## config.mk

```make
export PLATFORM = sky130hd
export DESIGN_NAME = sha256_padder_flat
export DESIGN_NICKNAME = d
export VERILOG_FILES = /design/src/rtl/sha256_pkg.sv /design/src/rtl/sha256_padder_if.sv /design/src/rtl/sha256_padder.sv /design/src/flat_wrapper.sv
export SDC_FILE = /design/constraint.sdc
export NUM_CORES = 1
export LEC_CHECK = 0
export CAP_MARGIN = 0
export CORE_ASPECT_RATIO = 1.1
export CORE_MARGIN = 5
export CORE_UTILIZATION = 55
export DETAILED_ROUTE_END_ITERATION = 7
export GPL_ROUTABILITY_DRIVEN = 0
export PLACE_DENSITY = 0.94
export SETUP_SLACK_MARGIN = 0.02
export SYNTH_ARGS = -nofsm -noshare
export SYNTH_HDL_FRONTEND = slang
export SYNTH_SLANG_ARGS = --single-unit
```

## constraint.sdc

```tcl
create_clock -name clk -period 39 [get_ports clk]
set_clock_uncertainty 0.2 [all_clocks]
set_input_delay 7.8 -clock clk [delete_from_list [all_inputs] [get_ports clk]]
set_output_delay 7.8 -clock clk [all_outputs]
set_load 0.05 [all_outputs]
```

## src/rtl/sha256_pkg.sv

```systemverilog
// Shared widths and FSM state encoding for the SHA-256 message padder.
package sha256_pkg;

  localparam int unsigned BLOCK_W       = 512;
  localparam int unsigned LEN_W         = 64;
  localparam int unsigned BYTE_W        = 8;
  localparam int unsigned NUM_BYTES     = BLOCK_W / BYTE_W;
  localparam int unsigned N_W           = 6;
  localparam int unsigned LAST_LEN_BYTE = 55;

  typedef enum logic [1:0] {
    FILL  = 2'd0,
    EMIT  = 2'd1,
    EXTRA = 2'd2
  } state_e;

endpackage

```

## src/rtl/sha256_padder_if.sv

```systemverilog
// Byte-stream input and 512-bit block output handshakes of the padder.
interface sha256_padder_if;
  import sha256_pkg::*;

  logic               in_valid;
  logic [BYTE_W-1:0]  in_data;
  logic               in_end;
  logic               in_ready;
  logic               block_valid;
  logic [BLOCK_W-1:0] block_data;
  logic               block_last;
  logic               block_ready;

  modport master (
    output in_valid, in_data, in_end, block_ready,
    input  in_ready, block_valid, block_data, block_last
  );

  modport slave (
    input  in_valid, in_data, in_end, block_ready,
    output in_ready, block_valid, block_data, block_last
  );

endinterface

```

## src/rtl/sha256_padder.sv

```systemverilog
// SHA-256 padder: packs message bytes into 512-bit blocks, appends 0x80,
// zero fill and the 64-bit bit length, spilling to an extra block when needed.
module sha256_padder
  import sha256_pkg::*;
(
  input  logic            clk,
  input  logic            reset,
  sha256_padder_if.slave  bus
);

  state_e             r_state;
  state_e             w_state_nxt;
  logic [BLOCK_W-1:0] r_block;
  logic [BLOCK_W-1:0] w_block_nxt;
  logic [N_W-1:0]     r_n;
  logic [N_W-1:0]     w_n_nxt;
  logic [LEN_W-1:0]   r_len;
  logic [LEN_W-1:0]   w_len_nxt;
  logic               r_valid;
  logic               w_valid_nxt;
  logic               r_last;
  logic               w_last_nxt;
  logic               r_extra;
  logic               w_extra_nxt;
  logic               r_in_ready;
  logic               w_in_ready_nxt;
  logic               w_in_fire;
  logic               w_blk_fire;

  assign w_in_fire  = bus.in_valid & r_in_ready;
  assign w_blk_fire = r_valid & bus.block_ready;

  assign bus.in_ready    = r_in_ready;
  assign bus.block_valid = r_valid;
  assign bus.block_data  = r_block;
  assign bus.block_last  = r_last;

  // State and datapath registers; the output block doubles as the fill buffer.
  always_ff @(posedge clk or posedge reset) begin
    if (reset) begin
      r_state    <= FILL;
      r_block    <= '0;
      r_n        <= '0;
      r_len      <= '0;
      r_valid    <= 1'b0;
      r_last     <= 1'b0;
      r_extra    <= 1'b0;
      r_in_ready <= 1'b1;
    end else begin
      r_state    <= w_state_nxt;
      r_block    <= w_block_nxt;
      r_n        <= w_n_nxt;
      r_len      <= w_len_nxt;
      r_valid    <= w_valid_nxt;
      r_last     <= w_last_nxt;
      r_extra    <= w_extra_nxt;
      r_in_ready <= w_in_ready_nxt;
    end
  end

  // Next-state and datapath updates.
  always_comb begin
    w_state_nxt = r_state;
    w_block_nxt = r_block;
    w_n_nxt     = r_n;
    w_len_nxt   = r_len;
    w_valid_nxt = r_valid;
    w_last_nxt  = r_last;
    w_extra_nxt = r_extra;

    case (r_state)
      FILL: begin
        if (w_in_fire) begin
          if (!bus.in_end) begin
            for (int unsigned i = 0; i < NUM_BYTES; i++) begin
              if (N_W'(i) == r_n) begin
                w_block_nxt[BLOCK_W-1-BYTE_W*i -: BYTE_W] = bus.in_data;
              end
            end
            w_len_nxt = r_len + LEN_W'(BYTE_W);
            w_n_nxt   = r_n + N_W'(1);
            if (r_n == N_W'(NUM_BYTES - 1)) begin
              w_state_nxt = EMIT;
              w_valid_nxt = 1'b1;
              w_last_nxt  = 1'b0;
              w_extra_nxt = 1'b0;
            end
          end else begin
            // Pad marker at byte n, everything after it cleared of stale data.
            for (int unsigned i = 0; i < NUM_BYTES; i++) begin
              if (N_W'(i) == r_n) begin
                w_block_nxt[BLOCK_W-1-BYTE_W*i -: BYTE_W] = 8'h80;
              end else if (N_W'(i) > r_n) begin
                w_block_nxt[BLOCK_W-1-BYTE_W*i -: BYTE_W] = '0;
              end
            end
            if (r_n <= N_W'(LAST_LEN_BYTE)) begin
              w_block_nxt[LEN_W-1:0] = r_len;
              w_last_nxt             = 1'b1;
              w_extra_nxt            = 1'b0;
            end else begin
              w_last_nxt  = 1'b0;
              w_extra_nxt = 1'b1;
            end
            w_valid_nxt = 1'b1;
            w_state_nxt = EMIT;
          end
        end
      end

      EMIT: begin
        if (w_blk_fire) begin
          w_n_nxt = '0;
          if (r_extra) begin
            w_block_nxt = {(BLOCK_W - LEN_W)'(0), r_len};
            w_valid_nxt = 1'b1;
            w_last_nxt  = 1'b1;
            w_extra_nxt = 1'b0;
            w_state_nxt = EXTRA;
          end else begin
            if (r_last) begin
              w_len_nxt = '0;
            end
            w_valid_nxt = 1'b0;
            w_last_nxt  = 1'b0;
            w_state_nxt = FILL;
          end
        end
      end

      EXTRA: begin
        if (w_blk_fire) begin
          w_n_nxt     = '0;
          w_len_nxt   = '0;
          w_valid_nxt = 1'b0;
          w_last_nxt  = 1'b0;
          w_state_nxt = FILL;
        end
      end

      default: begin
        w_state_nxt = FILL;
        w_valid_nxt = 1'b0;
        w_last_nxt  = 1'b0;
        w_extra_nxt = 1'b0;
        w_n_nxt     = '0;
        w_len_nxt   = '0;
      end
    endcase

    w_in_ready_nxt = (w_state_nxt == FILL);
  end

endmodule

```

## src/flat_wrapper.sv

```systemverilog
// flat-port wrapper written by rule: the top's interface ports become plain ports
module sha256_padder_flat import sha256_pkg::*;
  (clk, reset, bus_in_valid, bus_in_data, bus_in_end, bus_block_ready, bus_in_ready, bus_block_valid, bus_block_data, bus_block_last);
  sha256_padder_if bus_i ();
  input  logic clk;
  input  logic reset;
  input wire logic [$bits(bus_i.in_valid)-1:0] bus_in_valid;
  input wire logic [$bits(bus_i.in_data)-1:0] bus_in_data;
  input wire logic [$bits(bus_i.in_end)-1:0] bus_in_end;
  input wire logic [$bits(bus_i.block_ready)-1:0] bus_block_ready;
  output wire logic [$bits(bus_i.in_ready)-1:0] bus_in_ready;
  output wire logic [$bits(bus_i.block_valid)-1:0] bus_block_valid;
  output wire logic [$bits(bus_i.block_data)-1:0] bus_block_data;
  output wire logic [$bits(bus_i.block_last)-1:0] bus_block_last;
  assign bus_i.in_valid = bus_in_valid;
  assign bus_i.in_data = bus_in_data;
  assign bus_i.in_end = bus_in_end;
  assign bus_i.block_ready = bus_block_ready;
  assign bus_in_ready = bus_i.in_ready;
  assign bus_block_valid = bus_i.block_valid;
  assign bus_block_data = bus_i.block_data;
  assign bus_block_last = bus_i.block_last;
  sha256_padder u_core (.clk(clk), .reset(reset), .bus(bus_i));
endmodule
```

== Yosys cells after proc, flatten, opt, wreduce, memory -nomap -nowiden ==
Cells that the tools add are included.
Storage, ports and cells
  bits of input ports: 13
  logic and storage cells: 649
  memory bits (read-only): 0
  bits in latches: 0
  memory bits (writable): 0
  register bits after elaboration: 588
  output and inout bits: 515
  memories kept: 0
Cells by class
  $lt $le $gt $ge: 65
  equality and inequality tests: 203
  shifts and indexed selects: 0
  bitwise operators: 3
  add/subtract/negate cells: 2
  divide/modulo/power cells: 0
  reduce and logical (&&, ||, !) cells: 73
  multiplexer cells: 232
  multiply operators: 0
Operator list (number)
  512-bit two-way mux: 4
  8-bit two-way mux: 192
  512-bit one-hot mux with 2 select lines: 1
  64-bit two-way mux: 7
  6-bit AND reduction: 65
  3-bit by 2-bit != test with 1-bit output (second input constant): 65
  6-bit equality test (first input constant): 32
  6-bit greater-than comparator (first input constant): 32
  64-bit one-hot mux with 3 select lines: 1
  3-bit by 1-bit != test with 1-bit output (second input constant): 56
  5-bit by 6-bit equality test with 1-bit output (first input constant): 16
  5-bit by 6-bit greater-than comparator with 1-bit output (first input constant): 16
  64-bit by 4-bit adder with 64-bit output (second input constant): 1
  4-bit by 6-bit equality test with 1-bit output (first input constant): 8
  4-bit by 6-bit greater-than comparator with 1-bit output (first input constant): 8
  4-bit by 1-bit != test with 1-bit output (second input constant): 8
  3-bit by 6-bit equality test with 1-bit output (first input constant): 4
  3-bit by 6-bit greater-than comparator with 1-bit output (first input constant): 4
  6-bit two-way mux: 3
  1-bit two-way mux: 13
  2-bit by 6-bit equality test with 1-bit output (first input constant): 2
  1-bit by 6-bit greater-than comparator with 1-bit output (first input constant): 2
  2-bit by 6-bit greater-than comparator with 1-bit output (first input constant): 2
  2-bit two-way mux: 6
  19 further kinds: 30

== Longest topological paths before layout ==
  depth in word-level cells: 7
  mapped depth: 10
  gate-level depth less buffers: 7

== Worst setup path before layout ==
Ideal clock, no wire load.
  path type: input-to-reg
  from: input port bus_in_end
  to: register u_core.r_len[35]
  arrival: 9.404 ns
  required time: 38.722 ns
  path buffers: 2
  setup slack: 29.318 ns
  setup time: 0.078 ns
  stages: 7
  cells stage by stage: buf_6 -> nand3b_4 -> a221oi_4 -> nand4_4 -> buf_2 -> or4_1 -> a21oi_1
On the way
  longest elaborated chain between the ends: 2
RTL lines
  start: declaration: line flat_wrapper.sv:9  | input wire logic [$bits(bus_i.in_end)-1:0] bus_in_end;
  2-bit != test (no source line)
  6-bit AND reduction (no source line)
  end signal: assignment: line sha256_padder.sv:53  | r_len <= w_len_nxt;
  end: declaration: line sha256_padder.sv:17  | logic [LEN_W-1:0] r_len;
Every way passes these cells.
A chain may end at the register's enable or synchronous reset.

== Worst setup path in the final report ==
  from: input port bus_in_end
  to: register u_core.r_len[48]
The elaborated chain is that of the path after synthesis.

==> metrics.md <==
| Metric | Value |
|---|---|
| Most common cell in the netlist | dfrtp_1 |
| Hold Path Class | register to register |
| Num CTS Buffers | 56 |
| CP Launch Type | primary input |
| Area leader, netlist | dfrtp_1 |
| Full die area | 50140 µm² |
| Pin count of the biggest net entering global routing | 126 |
| Outcome | complete, no violations |
| Starting density of the core | 0.5537 |
| Core area | 45450 µm² |
| Post-cts resize count | 0 |
| Relative slew margins | 0.1741 |
| DR vias | 20910 |
| Synth warnings | 0 |
| Initial antenna violation count | 1 |
| Initial DRC Count | 2485 |
| Endpoints failing hold | 0 |
| Worst path arrival time | 11.07 ns |
| Number of buffers added on ports | 527 |
| DRC | 0 |
| CTS max path bufs | 3 |
| Avg Cell Area, Syn | 11.39 µm² |
| Max-cap violations | 0 |
| Final Max Slew Viols | 0 |
| Yosys top cell area share | 0.5807 |
| Fillers | 2894 |
| Post-route setup TNS | 0 ns |
| Async S/R FF share, synth | 1.000 |
| Number of global-route vias before repair | 21570 |
| Die Wd | 214.0 µm |
| Setup violators final | 0 |
| First-pass GRT wire length | 133.9 mm |
| Req. time, crit path | 39.35 ns |
| Num rows | 82 |
| Layout cell share with drive strength beyond 1 | 0.1826 |
| Classification of the worst setup path | primary input to register |
| GRT Util Overall | 0.3438 |
| EDFF count, synth | 0 |
| Crit share post-route | 0.2749 |
| Routed length per instance | 26.88 µm |
| Area growth syn-to-layout | 29.58% |
| Antenna-violating nets left | 0 |
| Routed vias/inst | 6.346 |
| Worst-Skew Late Latency | 0.62 ns |
| Clk root buf | clkbuf_16 |
| Crit path time final | 10.72 ns |
| Main synth FF type | dfrtp_1 |
| Most instantiated cells after synthesis | 584 x dfrtp_1, 311 x mux2_2, 270 x nand2_1 |
| Die height | 234.4 µm |
| Hold bufs inserted after CTS | 0 |
| Synthesized instance count | 2209 |
| CTS Sinks | 585 |
| Final WL | 88.58 mm |
| Synth Register Bits | 585 |
| Syn Nets | 2232 |
| Post-synthesis sequential area ratio | 0.5817 |
| TritonCTS clock tree | built |
| Nets | 2685 |
| Top area cells in the synthesized netlist | dfrtp_1 58%, mux2_2 14%, nand2_1 4.0% |
| Max Freq | 0.09328 GHz |
| Post-Syn Area | 25170 µm² |
| Num ports | 528 |
| Remaining global-route overflow | 0 |
| 1st-pass router iterations | 7 |
| Clock transition at the registers of the reported paths | 0.07 ns |
| Kind of end point of the critical path | register |
| CTS H-tree depth | 2 |
| Least-Margin Pin Slew | 1.231 ns |
| Post-CTS Setup Inserts | 0 |
| Hpwl dp | 59.73 mm |
| Synth unique cells | 79 |
| Worst-path fanout max | 65 |
| RSZ-0062 raised after global routing | no |
## layout by cell type, fill, tap and decap left out, types with 8 or more instances in the layout
cell             count
dfrtp_1            584
clkdlybuf4s50_1    526
mux2_2             311
nand2_1            270
o21ai_0            193
a21oi_1            180
nor2_1              93
clkbuf_16           56
nand3_1             42
o31ai_1             25
nand4_1             23
buf_4               21
inv_1               19
o21ai_1             17
a21oi_2             17
nor3_1              16
or4_1               16
nor4_1              14
or3_1               13
clkbuf_8            13
clkbuf_1            13
and2_1              12
nand2b_1            12
a21o_1              12
and3_1              12
mux2i_1             12
xnor2_1             10
a31oi_2              9
ha_1                 9
clkinv_2             9
and4_1               8
## area by class of cell
cell class,count,area (µm²),area share
sequential,585,14640,0.4489
multi-input combinational,1449,9868,0.3026
timing repair buffer,548,5428,0.1664
clock buffer,82,1629,0.04995
tap,588,735.7,0.02256
clock inverter,19,217.7,0.006675
inverter,22,90.09,0.002762
antenna,2,5.005,0.0001535
## logic make-up after synthesis
logic type / synth area share
AO/OA/AOI/OAI: 0.1224
XOR/XNOR: 0.005916
adder cells (fa/ha/maj): 0.004971
buffers and inverters: 0.02834
flip-flops: 0.5817
multiplexers: 0.1439
AND/OR/NAND/NOR: 0.1127
## layer usage
layer  vias to the layer above  GRT usage  routed length (µm)
met2                      1472     0.5625               41660
met1                     10330     0.4106               31470
met3                       373     0.1126                9530
li1                       8732          -                   -
met4                         0     0.1816                5908
met5                         -          0                   0
## final timing paths
path / to / slack (ns) / from / cells after the start
max: u_core.r_len[48] / 28.28 / bus_in_end / 7
min: u_core.bus.block_data[177] / 0.28 / u_core.bus.block_data[177] / 2
max reg2reg: u_core.bus.block_data[85] / 34.39 / u_core.r_state[1] / 7
min in group asynchronous: u_core.bus.block_data[337] / 7.56 / reset / 2
max in group asynchronous: u_core.bus.block_data[401] / 28.58 / reset / 4
min reg2reg: u_core.bus.block_data[177] / 0.28 / u_core.bus.block_data[177] / 2
## stage by stage
stage / setup WS (ns) / hold slack, ns / area, µm² / std cells / utilization
floorplan: 14.63 / 0.3010 / 25170 / 2209 / -
global route: 28.09 / 0.2985 / 32610 / 3295 / 0.7176
finish: 28.28 / 0.2770 / 32610 / 3295 / 0.7176
detailed placement: 27.71 / 0.2695 / 30760 / 3192 / 0.6768
CTS: 28.38 / 0.2825 / 32610 / 3293 / 0.7174
global placement: 27.89 / 0.2606 / 30760 / 3192 / 0.6768
## sequential cells by signal, indices dropped and copies added (netlist names)
register / count
u_core.bus.block_data: 512
u_core.r_len: 61
u_core.r_n: 6
u_core.r_state: 2
u_core.bus.block_last: 1
u_core.bus.block_valid: 1
u_core.bus.in_ready: 1
u_core.r_extra: 1
## worst max-delay path: stages
cell	delay [ns]
buf_2	0.10
buf_4	0.31
nand3b_4	0.29
a221oi_4	0.67
nand3_1	0.91
or4_1	0.78
a21oi_1	0.18
Power is not shown: default switching activity piles up to over one toggle a cycle in this logic, so the estimate is an artifact.
